$ cat src/rtl/hdlverifier_handshake_tx_if.sv
`default_nettype none
// ============================================================================
// Module   : hdlverifier_handshake_tx_if
// Brief    : Upstream valid/ready port plus req/ack CDC handshake signals.
// Revision : 1.0 - initial release
// ============================================================================
interface hdlverifier_handshake_tx_if #(
    parameter int WIDTH = 10
);
    logic             in_valid;
    logic             in_ready;
    logic [WIDTH-1:0] in_data;
    logic [WIDTH-1:0] tx_data;
    logic             tx_req;
    logic             tx_ack;
    logic             tx_done;
    logic             err;
    logic             err_clr;

    // master is the transmitter block itself; slave is its environment
    modport master (
        input  in_valid, in_data, tx_ack, err_clr,
        output in_ready, tx_data, tx_req, tx_done, err
    );

    modport slave (
        output in_valid, in_data, tx_ack, err_clr,
        input  in_ready, tx_data, tx_req, tx_done, err
    );
endinterface
`default_nettype wire

$ cat src/rtl/hdlverifier_handshake_tx.sv
`default_nettype none
// ============================================================================
// Module   : hdlverifier_handshake_tx
// Brief    : Source side of a four-phase req/ack multi-bit clock-domain
//            crossing with acknowledge synchronizer and timeout watchdog.
// Revision : 1.0 - initial release
// ============================================================================
module hdlverifier_handshake_tx #(
    parameter int WIDTH       = 10,
    parameter int SYNC_STAGES = 2,
    parameter int TIMEOUT     = 1023
) (
    input  wire logic                  clk,
    input  wire logic                  rst_n,
    hdlverifier_handshake_tx_if.master bus
);

    // A zero TIMEOUT disables the watchdog; keep a 1-bit counter so widths stay legal.
    localparam int               CNT_W       = (TIMEOUT > 0) ? $clog2(TIMEOUT + 1) : 1;
    localparam logic [CNT_W-1:0] CNT_TIMEOUT = CNT_W'(TIMEOUT);
    localparam logic [CNT_W-1:0] CNT_MAX     = {CNT_W{1'b1}};

    typedef enum logic [1:0] {
        S_IDLE    = 2'd0,
        S_SETUP   = 2'd1,
        S_REQ     = 2'd2,
        S_RELEASE = 2'd3
    } state_t;

    state_t                 state_q;
    state_t                 state_d;
    logic [WIDTH-1:0]       tx_data_q;
    logic [WIDTH-1:0]       tx_data_d;
    logic                   tx_req_q;
    logic                   tx_req_d;
    logic                   tx_done_q;
    logic                   tx_done_d;
    logic                   err_q;
    logic                   err_d;
    logic                   abort_q;
    logic                   abort_d;
    logic [CNT_W-1:0]       cnt_q;
    logic [CNT_W-1:0]       cnt_d;
    logic [SYNC_STAGES-1:0] sync_q;
    logic [SYNC_STAGES-1:0] sync_d;

    logic                   ack_s;
    logic                   in_ready;
    logic                   accept;
    logic [CNT_W-1:0]       cnt_inc;
    logic                   timeout_hit;
    logic                   set_err;

    // Acknowledge synchronizer: tx_ack enters at bit 0, ack_s leaves the top.
    assign sync_d = {sync_q[SYNC_STAGES-2:0], bus.tx_ack};
    assign ack_s  = sync_q[SYNC_STAGES-1];

    assign in_ready    = (state_q == S_IDLE) && !ack_s;
    assign accept      = bus.in_valid && in_ready;
    assign cnt_inc     = (cnt_q == CNT_MAX) ? cnt_q : cnt_q + 1'b1;
    assign timeout_hit = (TIMEOUT != 0) && (cnt_inc == CNT_TIMEOUT);

    always_ff @(posedge clk or negedge rst_n) begin
        if (!rst_n) begin
            state_q <= S_IDLE;
        end else begin
            state_q <= state_d;
        end
    end

    always_comb begin
        state_d   = state_q;
        tx_data_d = tx_data_q;
        abort_d   = abort_q;
        tx_done_d = 1'b0;
        set_err   = 1'b0;

        unique case (state_q)
            S_IDLE: begin
                if (accept) begin
                    state_d   = S_SETUP;
                    tx_data_d = bus.in_data;
                    abort_d   = 1'b0;
                end
            end
            S_SETUP: begin
                state_d = S_REQ;
            end
            S_REQ: begin
                if (ack_s) begin
                    state_d = S_RELEASE;
                end else if (timeout_hit) begin
                    state_d = S_RELEASE;
                    set_err = 1'b1;
                    abort_d = 1'b1;
                end
            end
            S_RELEASE: begin
                if (!ack_s) begin
                    state_d   = S_IDLE;
                    tx_done_d = !abort_q;
                end else if (timeout_hit) begin
                    // Receiver never dropped ack; in_ready then waits on ack_s in IDLE.
                    state_d = S_IDLE;
                    set_err = 1'b1;
                end
            end
            default: begin
                state_d = S_IDLE;
            end
        endcase

        cnt_d = '0;
        if ((state_d == state_q) && ((state_q == S_REQ) || (state_q == S_RELEASE))) begin
            cnt_d = cnt_inc;
        end

        tx_req_d = (state_d == S_REQ);

        // A timeout in the same cycle as err_clr keeps the flag set.
        err_d = err_q;
        if (set_err) begin
            err_d = 1'b1;
        end else if (bus.err_clr) begin
            err_d = 1'b0;
        end
    end

    always_ff @(posedge clk or negedge rst_n) begin
        if (!rst_n) begin
            tx_data_q <= '0;
            tx_req_q  <= 1'b0;
            tx_done_q <= 1'b0;
            err_q     <= 1'b0;
            abort_q   <= 1'b0;
            cnt_q     <= '0;
            sync_q    <= '0;
        end else begin
            tx_data_q <= tx_data_d;
            tx_req_q  <= tx_req_d;
            tx_done_q <= tx_done_d;
            err_q     <= err_d;
            abort_q   <= abort_d;
            cnt_q     <= cnt_d;
            sync_q    <= sync_d;
        end
    end

    assign bus.in_ready = in_ready;
    assign bus.tx_data  = tx_data_q;
    assign bus.tx_req   = tx_req_q;
    assign bus.tx_done  = tx_done_q;
    assign bus.err      = err_q;

endmodule
`default_nettype wire

$ cat src/flat_wrapper.sv
// flat-port wrapper written by rule: the top's interface ports become plain ports
module hdlverifier_handshake_tx_flat 
#(
    parameter int WIDTH       = 10,
    parameter int SYNC_STAGES = 2,
    parameter int TIMEOUT     = 1023
)
  (clk, rst_n, bus_in_valid, bus_in_data, bus_tx_ack, bus_err_clr, bus_in_ready, bus_tx_data, bus_tx_req, bus_tx_done, bus_err);
  hdlverifier_handshake_tx_if #(.WIDTH(WIDTH)) bus_i ();
  input  wire logic clk;
  input  wire logic rst_n;
  input wire logic [$bits(bus_i.in_valid)-1:0] bus_in_valid;
  input wire logic [$bits(bus_i.in_data)-1:0] bus_in_data;
  input wire logic [$bits(bus_i.tx_ack)-1:0] bus_tx_ack;
  input wire logic [$bits(bus_i.err_clr)-1:0] bus_err_clr;
  output wire logic [$bits(bus_i.in_ready)-1:0] bus_in_ready;
  output wire logic [$bits(bus_i.tx_data)-1:0] bus_tx_data;
  output wire logic [$bits(bus_i.tx_req)-1:0] bus_tx_req;
  output wire logic [$bits(bus_i.tx_done)-1:0] bus_tx_done;
  output wire logic [$bits(bus_i.err)-1:0] bus_err;
  assign bus_i.in_valid = bus_in_valid;
  assign bus_i.in_data = bus_in_data;
  assign bus_i.tx_ack = bus_tx_ack;
  assign bus_i.err_clr = bus_err_clr;
  assign bus_in_ready = bus_i.in_ready;
  assign bus_tx_data = bus_i.tx_data;
  assign bus_tx_req = bus_i.tx_req;
  assign bus_tx_done = bus_i.tx_done;
  assign bus_err = bus_i.err;
  hdlverifier_handshake_tx #(.WIDTH(WIDTH), .SYNC_STAGES(SYNC_STAGES), .TIMEOUT(TIMEOUT)) u_core (.clk(clk), .rst_n(rst_n), .bus(bus_i));
endmodule
$ cat config.mk
export PLATFORM = sky130hd
export DESIGN_NAME = hdlverifier_handshake_tx_flat
export DESIGN_NICKNAME = d
export VERILOG_FILES = /design/src/rtl/hdlverifier_handshake_tx_if.sv /design/src/rtl/hdlverifier_handshake_tx.sv /design/src/flat_wrapper.sv
export SDC_FILE = /design/constraint.sdc
export NUM_CORES = 1
export LEC_CHECK = 0
export BUFFER_PORTS_ARGS = -buffer_cell sky130_fd_sc_hd__buf_2
export CAP_MARGIN = 20
export CORE_AREA = 4 4 74 76
export DETAILED_ROUTE_END_ITERATION = 16
export DIE_AREA = 0 0 78 80
export MAX_ROUTING_LAYER = met4
export PLACE_DENSITY = 0.51
export SYNTH_ARGS = -nofsm -noshare
export SYNTH_HDL_FRONTEND = slang
export SYNTH_SLANG_ARGS = --single-unit
$ cat constraint.sdc
create_clock -name clk -period 4.9 [get_ports clk]
set_input_delay 0.735 -clock clk [delete_from_list [all_inputs] [get_ports clk]]
set_output_delay 0.735 -clock clk [all_outputs]
set_load 0.01 [all_outputs]
**After elaboration in Yosys (flattened, before gate mapping)**

Cells that the tools add are included.

- Flip-flop bits (word level): 28
- Logic and storage cells: 50

- Reductions and logical operators: 11
- Muxes and demuxes: 20
- Eq/ne operators: 10
- Add/sub/neg operators: 1

Operators by type and width:

| operator | count |
|---|---|
| equality test 10 bit, second input constant | 2 |
| 2-to-1 mux 10 bit | 2 |
| adder 10 x 1 -> 10 bit, second input constant | 1 |
| 2-to-1 mux 1 bit | 10 |
| 2-to-1 mux 2 bit | 5 |
| one-hot mux 2 bit (4 select lines) | 1 |
| equality test 2 bit, second input constant | 3 |
| inequality test 2 x 1 -> 1 bit, second input constant | 2 |
| one-hot mux 1 bit (2 select lines) | 2 |
| AND reduction 4 bit | 1 |
| nonzero test 2 bit | 2 |
| logical AND 1 bit | 3 |
| equality test 2 x 1 -> 1 bit, second input constant | 1 |
| equality test 2 bit | 1 |
| logical NOT 1 bit | 2 |
| logical NOT 2 bit | 1 |
| inequality test 2 bit, second input constant | 1 |
| AND reduction 2 bit | 1 |
| logical OR 1 bit | 1 |

**Longest topological paths before layout**

Gate-level depths: netlist (run 1).

- Word-level depth: 9
- Depth in mapped cells: 7
- Mapped depth without buffers: 6

**Worst setup path before layout (run 1)**

Ideal clock, no wire load.

- Kind: flip-flop to flip-flop
- From: register u_core.cnt_q[0]
- To: register u_core.cnt_q[4]
- Path slack: 2708 ps
- Library setup time: 120 ps
- Arrival time: 2072 ps
- Data required time: 4780 ps
- Buffers on the path: 1
- Period minus slack after synthesis: 2192 ps
- Stages on the path, launching flop included: 8
- Cells stage by stage: dfrtp_1 ha_1 inv_1 or3_1 buf_6 mux2i_4 o311ai_4 and3b_1

- Word-level cells in the longest chain between the ends: 9
- Elaborated cells on any way between the ends: 12

RTL lines:

| element | line | text |
|---|---|---|
| start, declared | hdlverifier_handshake_tx.sv:42 | `logic [CNT_W-1:0] cnt_q;` |
| start signal, assigned | hdlverifier_handshake_tx.sv:144 | `cnt_q <= cnt_d;` |
| adder 10 x 1 -> 10 bit / equality test 10 bit (equally long branches) | hdlverifier_handshake_tx.sv:60 | `assign cnt_inc = (cnt_q == CNT_MAX) ? cnt_q : cnt_q + 1'b1;` |
| 2-to-1 mux 10 bit (*) | hdlverifier_handshake_tx.sv:60 |  |
| equality test 10 bit | hdlverifier_handshake_tx.sv:61 | `assign timeout_hit = (TIMEOUT != 0) && (cnt_inc == CNT_TIMEOUT);` |
| 2-to-1 mux 2 bit (on tied branches) | hdlverifier_handshake_tx.sv:102, hdlverifier_handshake_tx.sv:92 |  |
| 2-to-1 mux 2 bit (on tied branches) | hdlverifier_handshake_tx.sv:99, hdlverifier_handshake_tx.sv:90 |  |
| one-hot mux 2 bit (4 select lines) | hdlverifier_handshake_tx.sv:78 | `unique case (state_q)` |
| equality test 2 bit | hdlverifier_handshake_tx.sv:114 | `if ((state_d == state_q) && ((state_q == S_REQ) \|\| (state_q == S_RELEASE))) begin` |
| logical AND 1 bit | hdlverifier_handshake_tx.sv:114 |  |
| 2-to-1 mux 10 bit (*) | hdlverifier_handshake_tx.sv:114 |  |
| via u_core.cnt_d[4] | hdlverifier_handshake_tx.sv:43 | `logic [CNT_W-1:0] cnt_d;` |

The timed path passes the listed nets; every way through them passes the cells marked *.
A chain may end at the register's enable or synchronous reset.

**Final worst setup path (run 1)**

Same ends and word-level chain as after synthesis.

==> out/metrics.csv, run 1 <==
stage;metric;value;unit
timing;fin_crit_sh;51.66;%
layout;layout-drive-gt1-share;31.13;%
synthesis;synthArstFlopShare;100.0;%
timing;slew_violations;0;
synthesis;synth_largest_area_cell;dfrtp_1;
synthesis;synthesis.area;1393;um^2
setup_path;path_delay_family;simple AND/OR/NAND/NOR gates;
global_route;grt_pass1_wl;4.892;mm
synthesis;yosysWarnings;0;
setup_path;crit_arrival;2.69;ns
synthesis;synth_top_cell_area_share;50.31;%
synthesis;synthFlopType;dfrtp_1;
layout;nets;168;
cts;htreeDepth;1;
global_route;track_usage;9.862;%
place;place_congestion;0.8204;
cts;path_clk_slew;0.09;ns
run;drv_cap;0;
synthesis;synth_area_leaders;dfrtp_1, mux2_2, nor2_1, nand3_1, nand2_1;
die;fp.dieH;80;um
setup_path;crit_buf_inv;1;
cts;cts.repair.resized;0;
setup_path;crit_required;5.06;ns
place;hpwl;2.108;mm
synthesis;synth_cells;127;
detailed_routing;antenna_left;0;
layout;stdcell_count;218;
timing;setup_tns;0;ns
detailed_routing;vias;1061;
timing;slew_headroom;45.51;%
cts;cts_tree;yes;
detailed_routing;routed_wl;2.791;mm
die;design.core.area;4723;um^2
die;initial_utilization;29.48;%
timing;setup_viol;0;
cts;cts_setup_buffers;0;
place;place_area;1572;um^2
power;total_leakage_power;0.0007103;uW
timing;finalCriticalPeriod;2.531;ns
detailed_routing;vias_per_cell;4.867;
synthesis;syn_avg_cell_area;10.97;um^2
global_route;grt_pass1_vias;1048;
synthesis;ys_seq_area_share;50.31;%
die;pin_count;29;
cts;cts_inserted_buffers;3;
setup_path;cp_slowest_cell;or3_1;
cts;clk_path_buf_depth;2;
status;status;completed;
cts;cts_root_buf;clkbuf_8;
global_route;grt_max_degree;29;
setup_path;crit_type;register to register;
global_route;antenna_found_initial;0;
synthesis;synth_nets;143;
timing;hold_viol_final;0;
timing;worstMarginPinSlew;0.8143;ns
layout;finish.instance_area;1627;um^2
detailed_routing;drtIter0Drc;25;
setup_path;path_max_fanout;10;
detailed_routing;route.detailed.drc;0;
setup_path;critPathMaxStageDelay;0.55;ns
detailed_routing;wire_per_inst;12.80;um
layout;diodes;0;
power;pwr_density_cell;447.9;nW/um^2
timing;max_freq;395.1;MHz
die;fp.dieW;78;um
cts;ctsHoldBuffers;0;
die;dieArea;6240;um^2
power;worst_ir_drop_vdd;0.1125;mV
die;fp-row-count;25;
setup_path;critPathCaptureType;register;
synthesis;yosysUniqueCellTypes;40;
setup_path;startpoint_type;register;
place;dp.cells;214;
hold_path;worstHoldPathType;register to register;
global_route;gr-total-overflow;0;
cts;cts.sinks;28;
cts;clkLatencyLatePin;0.27;ns
synthesis;synth-edff-count;0;
detailed_routing;dr.pass1.iters;5;
setup_path;path_cells;ha_1 -> inv_1 -> or3_1 -> mux2i_4 -> o311ai_4 -> and3b_1;
synthesis;synth_seq_cells;28;
layout;syn_to_final_growth;16.80;%
timing;clock_skew;0.004846;ns
timing;rsz0062_at_grt;no;
layout;post-route-util;34.44;%
place;portBuffers;28;
## logic make-up after synthesis
| kind of cell | after synthesis | synth area share (%) |
|---|---|---|
| buffers and inverters | 12 | 4.312 |
| and+or+nand+nor | 49 | 18.69 |
| adders and majority gates | 1 | 0.8983 |
| muxes | 13 | 11.14 |
| AOI/OAI and AO/OA | 20 | 12.13 |
| xor gates and xnor gates | 4 | 2.516 |
| DFF | 28 | 50.31 |
## routing by layer
layer  GRT usage, %  vias to the layer above  wire length (um)
li1               -                      505                 -
met3          2.935                        2               221
met2          16.27                       36              1327
met1          12.17                      518              1229
met4          1.748                        0                12
met5              -                        -                 0
## cells in the mapped netlist (2+ instances only)
library cell / n
dfrtp_1: 28
nor2_1: 12
mux2_2: 10
nand2_1: 8
nand3_1: 6
o21ai_0: 5
and3_1: 4
buf_2: 4
inv_1: 4
a21oi_1: 3
nand4_1: 3
nor3_1: 3
nor3b_1: 3
and2_1: 2
and4_1: 2
clkbuf_2: 2
mux2i_1: 2
or3_1: 2
xnor2_1: 2
xor2_1: 2
## flip-flops by register name, indices dropped and copies added (netlist names)
register	flops
u_core.bus.tx_data	10
u_core.cnt_q	10
u_core.state_q	2
u_core.sync_q	2
u_core.abort_q	1
u_core.bus.err	1
u_core.bus.tx_done	1
u_core.bus.tx_req	1
## layout make-up
type	instances	area, um^2
fill	462	3097
sequential	28	700.7
multi-input combinational	87	631.9
timing repair buffer	28	140.1
tap	67	83.83
clock buffer	4	55.05
inverter	4	15.01
## worst paths after layout
| check | endpoint | cells after the start | slack [ns] | start |
|---|---|---|---|---|
| min | u_core.sync_q[1] | 0 | 0.36 | u_core.sync_q[0] |
| max | u_core.cnt_q[4] | 6 | 2.37 | u_core.cnt_q[0] |
| max in group asynchronous | u_core.cnt_q[8] | 1 | 4.02 | rst_n |
| max reg2reg | u_core.cnt_q[4] | 6 | 2.37 | u_core.cnt_q[0] |
| min reg2reg | u_core.sync_q[1] | 0 | 0.36 | u_core.sync_q[0] |
| min in group asynchronous | u_core.bus.tx_data[4] | 1 | 0.48 | rst_n |
## per-stage QoR
stage | total power [uW] | setup slack (ns) | hold slack [ns]
floorplan | 512.2 | 2.708 | 0.3312
global placement | 590.3 | 2.460 | 0.3325
detailed placement | 599.3 | 2.369 | 0.3347
CTS | 742.1 | 2.358 | 0.3586
global route | 786.3 | 2.235 | 0.3671
finish | 728.5 | 2.369 | 0.3560
## power by group
group	internal, uW	total (uW)	switching (uW)
clock network	71.7	139	67.0
registers	297	344	47.9
logic	119	245	126
## cell usage in the layout (no fill, tap or decap), types with 2 or more instances in the layout
master     n
o21ai_0    5
nor3b_1    3
and2_1     2
clkbuf_8   4
xnor2_1    2
nand2_1    8
nor2_1    12
nor3_1     3
or3_1      2
nand4_1    3
mux2_2    10
mux2i_1    2
dfrtp_1   28
a21oi_1    3
and4_1     2
and3_1     4
inv_1      4
buf_2     28
xor2_1     2
nand3_1    6
(Power assumes the default switching activity.)
==> inputs of run 2 (changes only) <==
--- a/config.mk
+++ b/config.mk
@@ -11,7 +11,7 @@
 export DETAILED_ROUTE_END_ITERATION = 16
 export DIE_AREA = 0 0 78 80
 export MAX_ROUTING_LAYER = met4
-export PLACE_DENSITY = 0.51
+export PLACE_DENSITY = 0.53
 export SYNTH_ARGS = -nofsm -noshare
 export SYNTH_HDL_FRONTEND = slang
 export SYNTH_SLANG_ARGS = --single-unit
==> constraint.sdc (replaced) <==
create_clock -name clk -period 2.2 [get_ports clk]
set_input_delay 0.33 -clock clk [delete_from_list [all_inputs] [get_ports clk]]
set_output_delay 0.33 -clock clk [all_outputs]
set_load 0.01 [all_outputs]
==> run 2 against run 1 <==
Sequential power increased by 120%; global-route usage grew 0.66 points; final cell count is 4.6% higher; largest cell class unchanged; routed wire length increased by 4.4%; via count increased by 1.8%; utilization up 1.9 points.
==> out/metrics.csv, run 2 (same netlist as run 1, synthesis figures left out) <==
stage;metric;value;unit;change
layout;diodes;0;;unchanged
detailed_routing;route.detailed.drc;0;;unchanged
die;fp.dieH;80;um;unchanged
die;fp-row-count;25;;unchanged
place;portBuffers;28;;unchanged
cts;cts_tree;yes;;
timing;max_freq;485.2;MHz;+23%
setup_path;path_max_fanout;5;;-5
global_route;antenna_found_initial;0;;unchanged
setup_path;cp_slowest_cell;a311oi_1;;
setup_path;r2r_cells;5;;-1
cts;htreeDepth;1;;unchanged
setup_path;crit_arrival;2.24;ns;-0.45 ns
setup_path;crit_type;register to register;;
timing;setup_viol;0;;unchanged
hold_path;worstHoldPathType;primary input to asynchronous set/reset pin;;
layout;layout-drive-gt1-share;36.65;%;+5.5 points
place;dp.cells;225;;+5.1%
timing;hold_viol_final;0;;unchanged
cts;cts.sinks;28;;unchanged
die;pin_count;29;;unchanged
layout;final_common_cell;buf_2;;
die;design.core.area;4723;um^2;unchanged
setup_path;startpoint_type;register;;
timing;clock_skew;0.001584;ns;-0.003261 ns
detailed_routing;vias;1080;;+1.8%
layout;syn_to_final_growth;23.09;%;
setup_path;r2r_slack;0.14;ns;-2.23 ns
timing;rsz0062_at_grt;no;;
timing;slew_violations;0;;unchanged
layout;nets;179;;+6.5%
layout;post-route-util;36.29;%;+1.9 points
detailed_routing;routed_wl;2.915;mm;+4.4%
detailed_routing;drtIter0Drc;53;;+110%
global_route;track_usage;10.52;%;+0.66 points
timing;worstMarginPinSlew;0.6088;ns;-0.2055 ns
cts;cts_inserted_buffers;3;;unchanged
layout;stdcell_count;228;;+4.6%
setup_path;critPathMaxStageDelay;0.47;ns;-0.08 ns
setup_path;reg2reg_to;u_core.state_q[0];;
timing;setup_tns;0;ns;unchanged
setup_path;crit_required;2.38;ns;-2.68 ns
global_route;grt_pass1_vias;1104;;+5.3%
cts;clkLatencyLatePin;0.27;ns;about the same
die;initial_utilization;29.48;%;unchanged
global_route;grt_max_degree;29;;unchanged
timing;layout_setup_ws;0.1388;ns;-2.230 ns
timing;slew_headroom;59.41;%;+14 points
status;status;completed;;
power;total_leakage_power;0.0007610;uW;+7.1%
place;hpwl;2.242;mm;+6.3%
global_route;gr-total-overflow;0;;unchanged
global_route;grt_pass1_wl;5.092;mm;+4.1%
detailed_routing;vias_per_cell;4.737;;-2.7%
cts;clk_path_buf_depth;2;;unchanged
place;place_congestion;0.8709;;+6.2%
detailed_routing;wire_per_inst;12.79;um;-0.14%
setup_path;worstReg2RegStart;u_core.cnt_q[5];;
detailed_routing;antenna_left;0;;unchanged
timing;fin_crit_sh;93.69;%;+42 points
layout;final_cell_mix;buf_2, dfrtp_1, nor2_1, buf_4, mux2_2;;
die;fp.dieW;78;um;unchanged
timing;finalCriticalPeriod;2.061;ns;-0.4700 ns
power;worst_ir_drop_vdd;0.2889;mV;+160%
die;dieArea;6240;um^2;unchanged
setup_path;path_cells;and4_1 -> a311oi_1 -> a311oi_4 -> or3_1 -> o311ai_2;;
cts;path_clk_slew;0.09;ns;about the same
cts;cts_root_buf;clkbuf_8;;
place;pre_cts_slack;0.06494;ns;-2.304 ns
power;pwr_density_cell;958.0;nW/um^2;+110%
setup_path;critPathCaptureType;register;;
detailed_routing;dr.pass1.iters;4;;-1
run;drv_cap;0;;unchanged
run 2: cell count changes in the layout (fill, tap and decap cells not counted), sizes merged:
cell    previous run  this run
buf               28        39
clkbuf             4         3
run 2: worst max-delay path, delay by kind of cell (launching register included):
kind	cells	cell delay (ns)
AOI/OAI and AO/OA	3	0.79
DFF	1	0.45
and+or+nand+nor	2	0.73
run 2: worst max-delay path by stage:
stage                               start                end  slack, ns  cells past startpoint
final                     u_core.cnt_q[5]  u_core.state_q[0]       0.14                      5
after global routing      u_core.cnt_q[1]  u_core.state_q[0]       0.02                      7
after CTS                 u_core.cnt_q[1]  u_core.state_q[0]       0.05                      7
after detailed placement  u_core.cnt_q[1]  u_core.state_q[0]       0.06                      7
after global placement    u_core.cnt_q[1]  u_core.state_q[0]       0.16                      7
after floorplan           u_core.cnt_q[0]    u_core.cnt_q[4]      0.008                      7
run 2: power by group:
part | switching, uW | internal [uW]
Combinational | 308 | 308
Clock | 144 | 123
Sequential | 99.6 | 661
run 2: final cells by class:
| type | count | area, um^2 |
|---|---|---|
| well taps | 67 | 83.83 |
| repair buffers | 39 | 222.7 |
| clock buffers | 3 | 41.29 |
| fillers | 471 | 3009 |
| flip-flops and latches | 28 | 701.9 |
| multi-input cells | 87 | 649.4 |
| inverters | 4 | 15.01 |
run 2: layer usage:
metal / vias up / share of wire [%] / GRT usage [%]
li1: 531 / - / -
met1: 507 / 47 / 12.71
met2: 37 / 44 / 16.78
met3: 5 / 7.3 / 2.822
met5: - / 0 / -
met4: 0 / 1.6 / 4.196
run 2: per-stage QoR:
stage	area [um^2]	total power (uW)	hold WS, ns
finish	1714	1642	0.06457
global route	1714	1775	0.1147
CTS	1695	1665	0.08921
global placement	1654	1370	0.3347
floorplan	1393	1141	0.03441
detailed placement	1654	1390	0.3347
run 2: timing repair:
action / 4_1_cts / 5_1_grt
resized for setup: 0 / 4
hold buffers: 0 / 0
buffers inserted: 0 / 0
endpoints found under the setup margin: 0 / 1
==> inputs of run 3 (changes only) <==
--- a/config.mk
+++ b/config.mk
@@ -10,8 +10,9 @@
 export CORE_AREA = 4 4 74 76
 export DETAILED_ROUTE_END_ITERATION = 16
 export DIE_AREA = 0 0 78 80
+export HOLD_SLACK_MARGIN = 0.08
 export MAX_ROUTING_LAYER = met4
-export PLACE_DENSITY = 0.53
+export PLACE_DENSITY = 0.51
 export SYNTH_ARGS = -nofsm -noshare
 export SYNTH_HDL_FRONTEND = slang
 export SYNTH_SLANG_ARGS = --single-unit
==> constraint.sdc (replaced) <==
create_clock -name clk -period 1.9 [get_ports clk]
set_input_delay 0.285 -clock clk [delete_from_list [all_inputs] [get_ports clk]]
set_output_delay 0.285 -clock clk [all_outputs]
set_load 0.01 [all_outputs]
==> run 3 against run 2 <==
The flow now finishes with violations (setup timing); critical path depth rose by 3; first-iteration DRC count fell by 19%; power grew 30%; final cell count rose by 9.6%; sequential share of layout area fell by 5.8 points.
==> out/metrics.csv, run 3 (same netlist as run 1, synthesis figures left out) <==
stage;metric;value;unit;change
power;worst_ir_drop_vdd;0.3799;mV;+32%
place;portBuffers;28;;unchanged
global_route;grt_pass1_wl;5.602;mm;+10%
layout;nets;200;;+12%
layout;layout-drive-gt1-share;56.28;%;+20 points
global_route;track_usage;11.52;%;+1.0 points
die;design.core.area;4723;um^2;unchanged
timing;worstMarginPinSlew;0.6417;ns;+0.03290 ns
setup_path;critPathCaptureType;register;;
status;violations;setup timing;;
setup_path;cp_slowest_cell;dfrtp_2;;
detailed_routing;wire_per_inst;13.76;um;+7.7%
die;dieArea;6240;um^2;unchanged
setup_path;crit_required;2.07;ns;-0.31 ns
cts;cts_root_buf;clkbuf_8;;
layout;post-route-util;42.38;%;+6.1 points
die;fp.dieH;80;um;unchanged
detailed_routing;route.detailed.drc;0;;unchanged
detailed_routing;vias_per_cell;4.684;;-1.1%
global_route;grt_max_degree;29;;unchanged
detailed_routing;vias;1171;;+8.4%
cts;htreeDepth;1;;unchanged
cts;cts_tree;yes;;
timing;clock_skew;0.005455;ns;+0.003871 ns
setup_path;crit_top_cell;buf_6;;
detailed_routing;antenna_left;0;;unchanged
timing;slew_headroom;57.22;%;-2.2 points
setup_path;crit_arrival;2.10;ns;-0.14 ns
die;fp-row-count;25;;unchanged
die;fp.dieW;78;um;unchanged
hold_path;worstHoldPathType;primary input to register;;
detailed_routing;dr.pass1.iters;6;;+2
setup_path;critPathMaxStageDelay;0.44;ns;-0.03 ns
setup_path;crit_type;register to register;;
detailed_routing;drtIter0Drc;43;;-19%
timing;finalCriticalPeriod;1.936;ns;-0.1250 ns
place;place_congestion;0.8753;;+0.51%
detailed_routing;routed_wl;3.441;mm;+18%
layout;fillerInstances;458;;-2.8%
timing;slew_violations;0;;unchanged
timing;layout_setup_ws;-0.03614;ns;-0.1750 ns
setup_path;path_max_fanout;7;;+2
timing;whs;0.1168;ns;+0.05221 ns
layout;syn_to_final_growth;43.76;%;
global_route;gr-total-overflow;0;;unchanged
global_route;grt_pass1_vias;1265;;+15%
layout;final_cell_mix;buf_2, buf_4, dfrtp_1, mux2_2, nand2_1;;
timing;rsz0062_at_grt;yes;;
place;hpwl;2.443;mm;+9.0%
cts;cts.sinks;28;;unchanged
setup_path;startpoint_type;register;;
power;pwr_density_cell;1070;nW/um^2;+12%
cts;clk_path_buf_depth;2;;unchanged
cts;cts_inserted_buffers;3;;unchanged
status;status;complete, but fails checks;;
layout;diodes;0;;unchanged
cts;path_clk_slew;0.10;ns;about the same
timing;hold_viol_final;0;;unchanged
timing;setup_viol;10;;+10
power;total_leakage_power;0.0008888;uW;+17%
die;pin_count;29;;unchanged
die;initial_utilization;29.48;%;unchanged
setup_path;path_cells;nand4_1 -> buf_4 -> nor2_1 -> o2111ai_2 -> buf_6 -> o311ai_4 -> buf_6 -> nor2_2;;
timing;fin_crit_sh;101.9;%;+8.2 points
global_route;antenna_found_initial;0;;unchanged
cts;clkLatencyLatePin;0.27;ns;about the same
timing;max_freq;516.5;MHz;+6.5%
run;drv_cap;0;;unchanged
==> run 3: cell types whose count changed in the layout (fill, tap and decap cells not counted), sizes merged <==
cell,delta
buf,+20
clkbuf,+1
dlygate4sd3,+1
==> run 3: cell type report <==
class | instances | area (um^2) | share of cell area, %
sequential | 28 | 703.2 | 35.12
clock buffer | 4 | 55.05 | 2.750
multi-input combinational | 87 | 750.7 | 37.50
inverter | 4 | 15.01 | 0.7500
tap | 67 | 83.83 | 4.188
timing repair buffer | 60 | 394.1 | 19.69
==> run 3: worst paths after layout <==
check	from	to	slack, ns	depth (start not counted)
setup / recovery	u_core.cnt_q[2]	u_core.cnt_q[0]	-0.04	8
hold / removal	bus_tx_ack	u_core.sync_q[0]	0.12	1
setup reg to reg	u_core.cnt_q[2]	u_core.cnt_q[0]	-0.04	8
hold reg to reg	u_core.sync_q[0]	u_core.sync_q[1]	0.36	0
max in group asynchronous	rst_n	u_core.cnt_q[2]	0.88	2
min in group asynchronous	rst_n	u_core.bus.tx_data[8]	0.57	2
==> run 3: where the power goes <==
| group | internal, uW | total [uW] | switching [uW] |
|---|---|---|---|
| Combinational | 465 | 886 | 421 |
| Clock | 185 | 366 | 180 |
| Sequential | 765 | 890 | 125 |
==> run 3: through the flow <==
step                      instances  TNS (ns)  setup WS [ns]  cell area (um^2)  power (uW)
after CTS                       250   -0.1915       -0.03054              1967        2126
after global routing            250    -1.175        -0.1386              2002        2299
after floorplan                 127   -0.1653       -0.08803              1413        1343
after global placement          240   -0.4891       -0.06815              1784        1659
final                           250   -0.2656       -0.03614              2002        2142
after detailed placement        240   -0.7234        -0.1193              1784        1684
==> run 3: critical path, delay by kind of cell, from the launching register on <==
family / cells / cell delay [ns]
AOI/OAI and AO/OA: 2 / 0.51
buffers and inverters: 3 / 0.50
DFF: 1 / 0.44
and+or+nand+nor: 3 / 0.36
==> run 3: what timing repair did <==
action	CTS	global route
pin swaps	11	6
endpoints found under the setup margin	12	14
buffers inserted	5	0
resized for setup	18	12
cloned	0	0
endpoints found under the hold margin	28	0
hold buffers	1	0
==> run 3: routing by layer <==
layer | up-vias | wire, um | track usage [%]
li1 | 567 | - | -
met1 | 576 | 1537 | 13.52
met2 | 26 | 1724 | 19.26
met3 | 2 | 163 | 2.483
met4 | 0 | 15 | 4.720
met5 | - | 0 | -
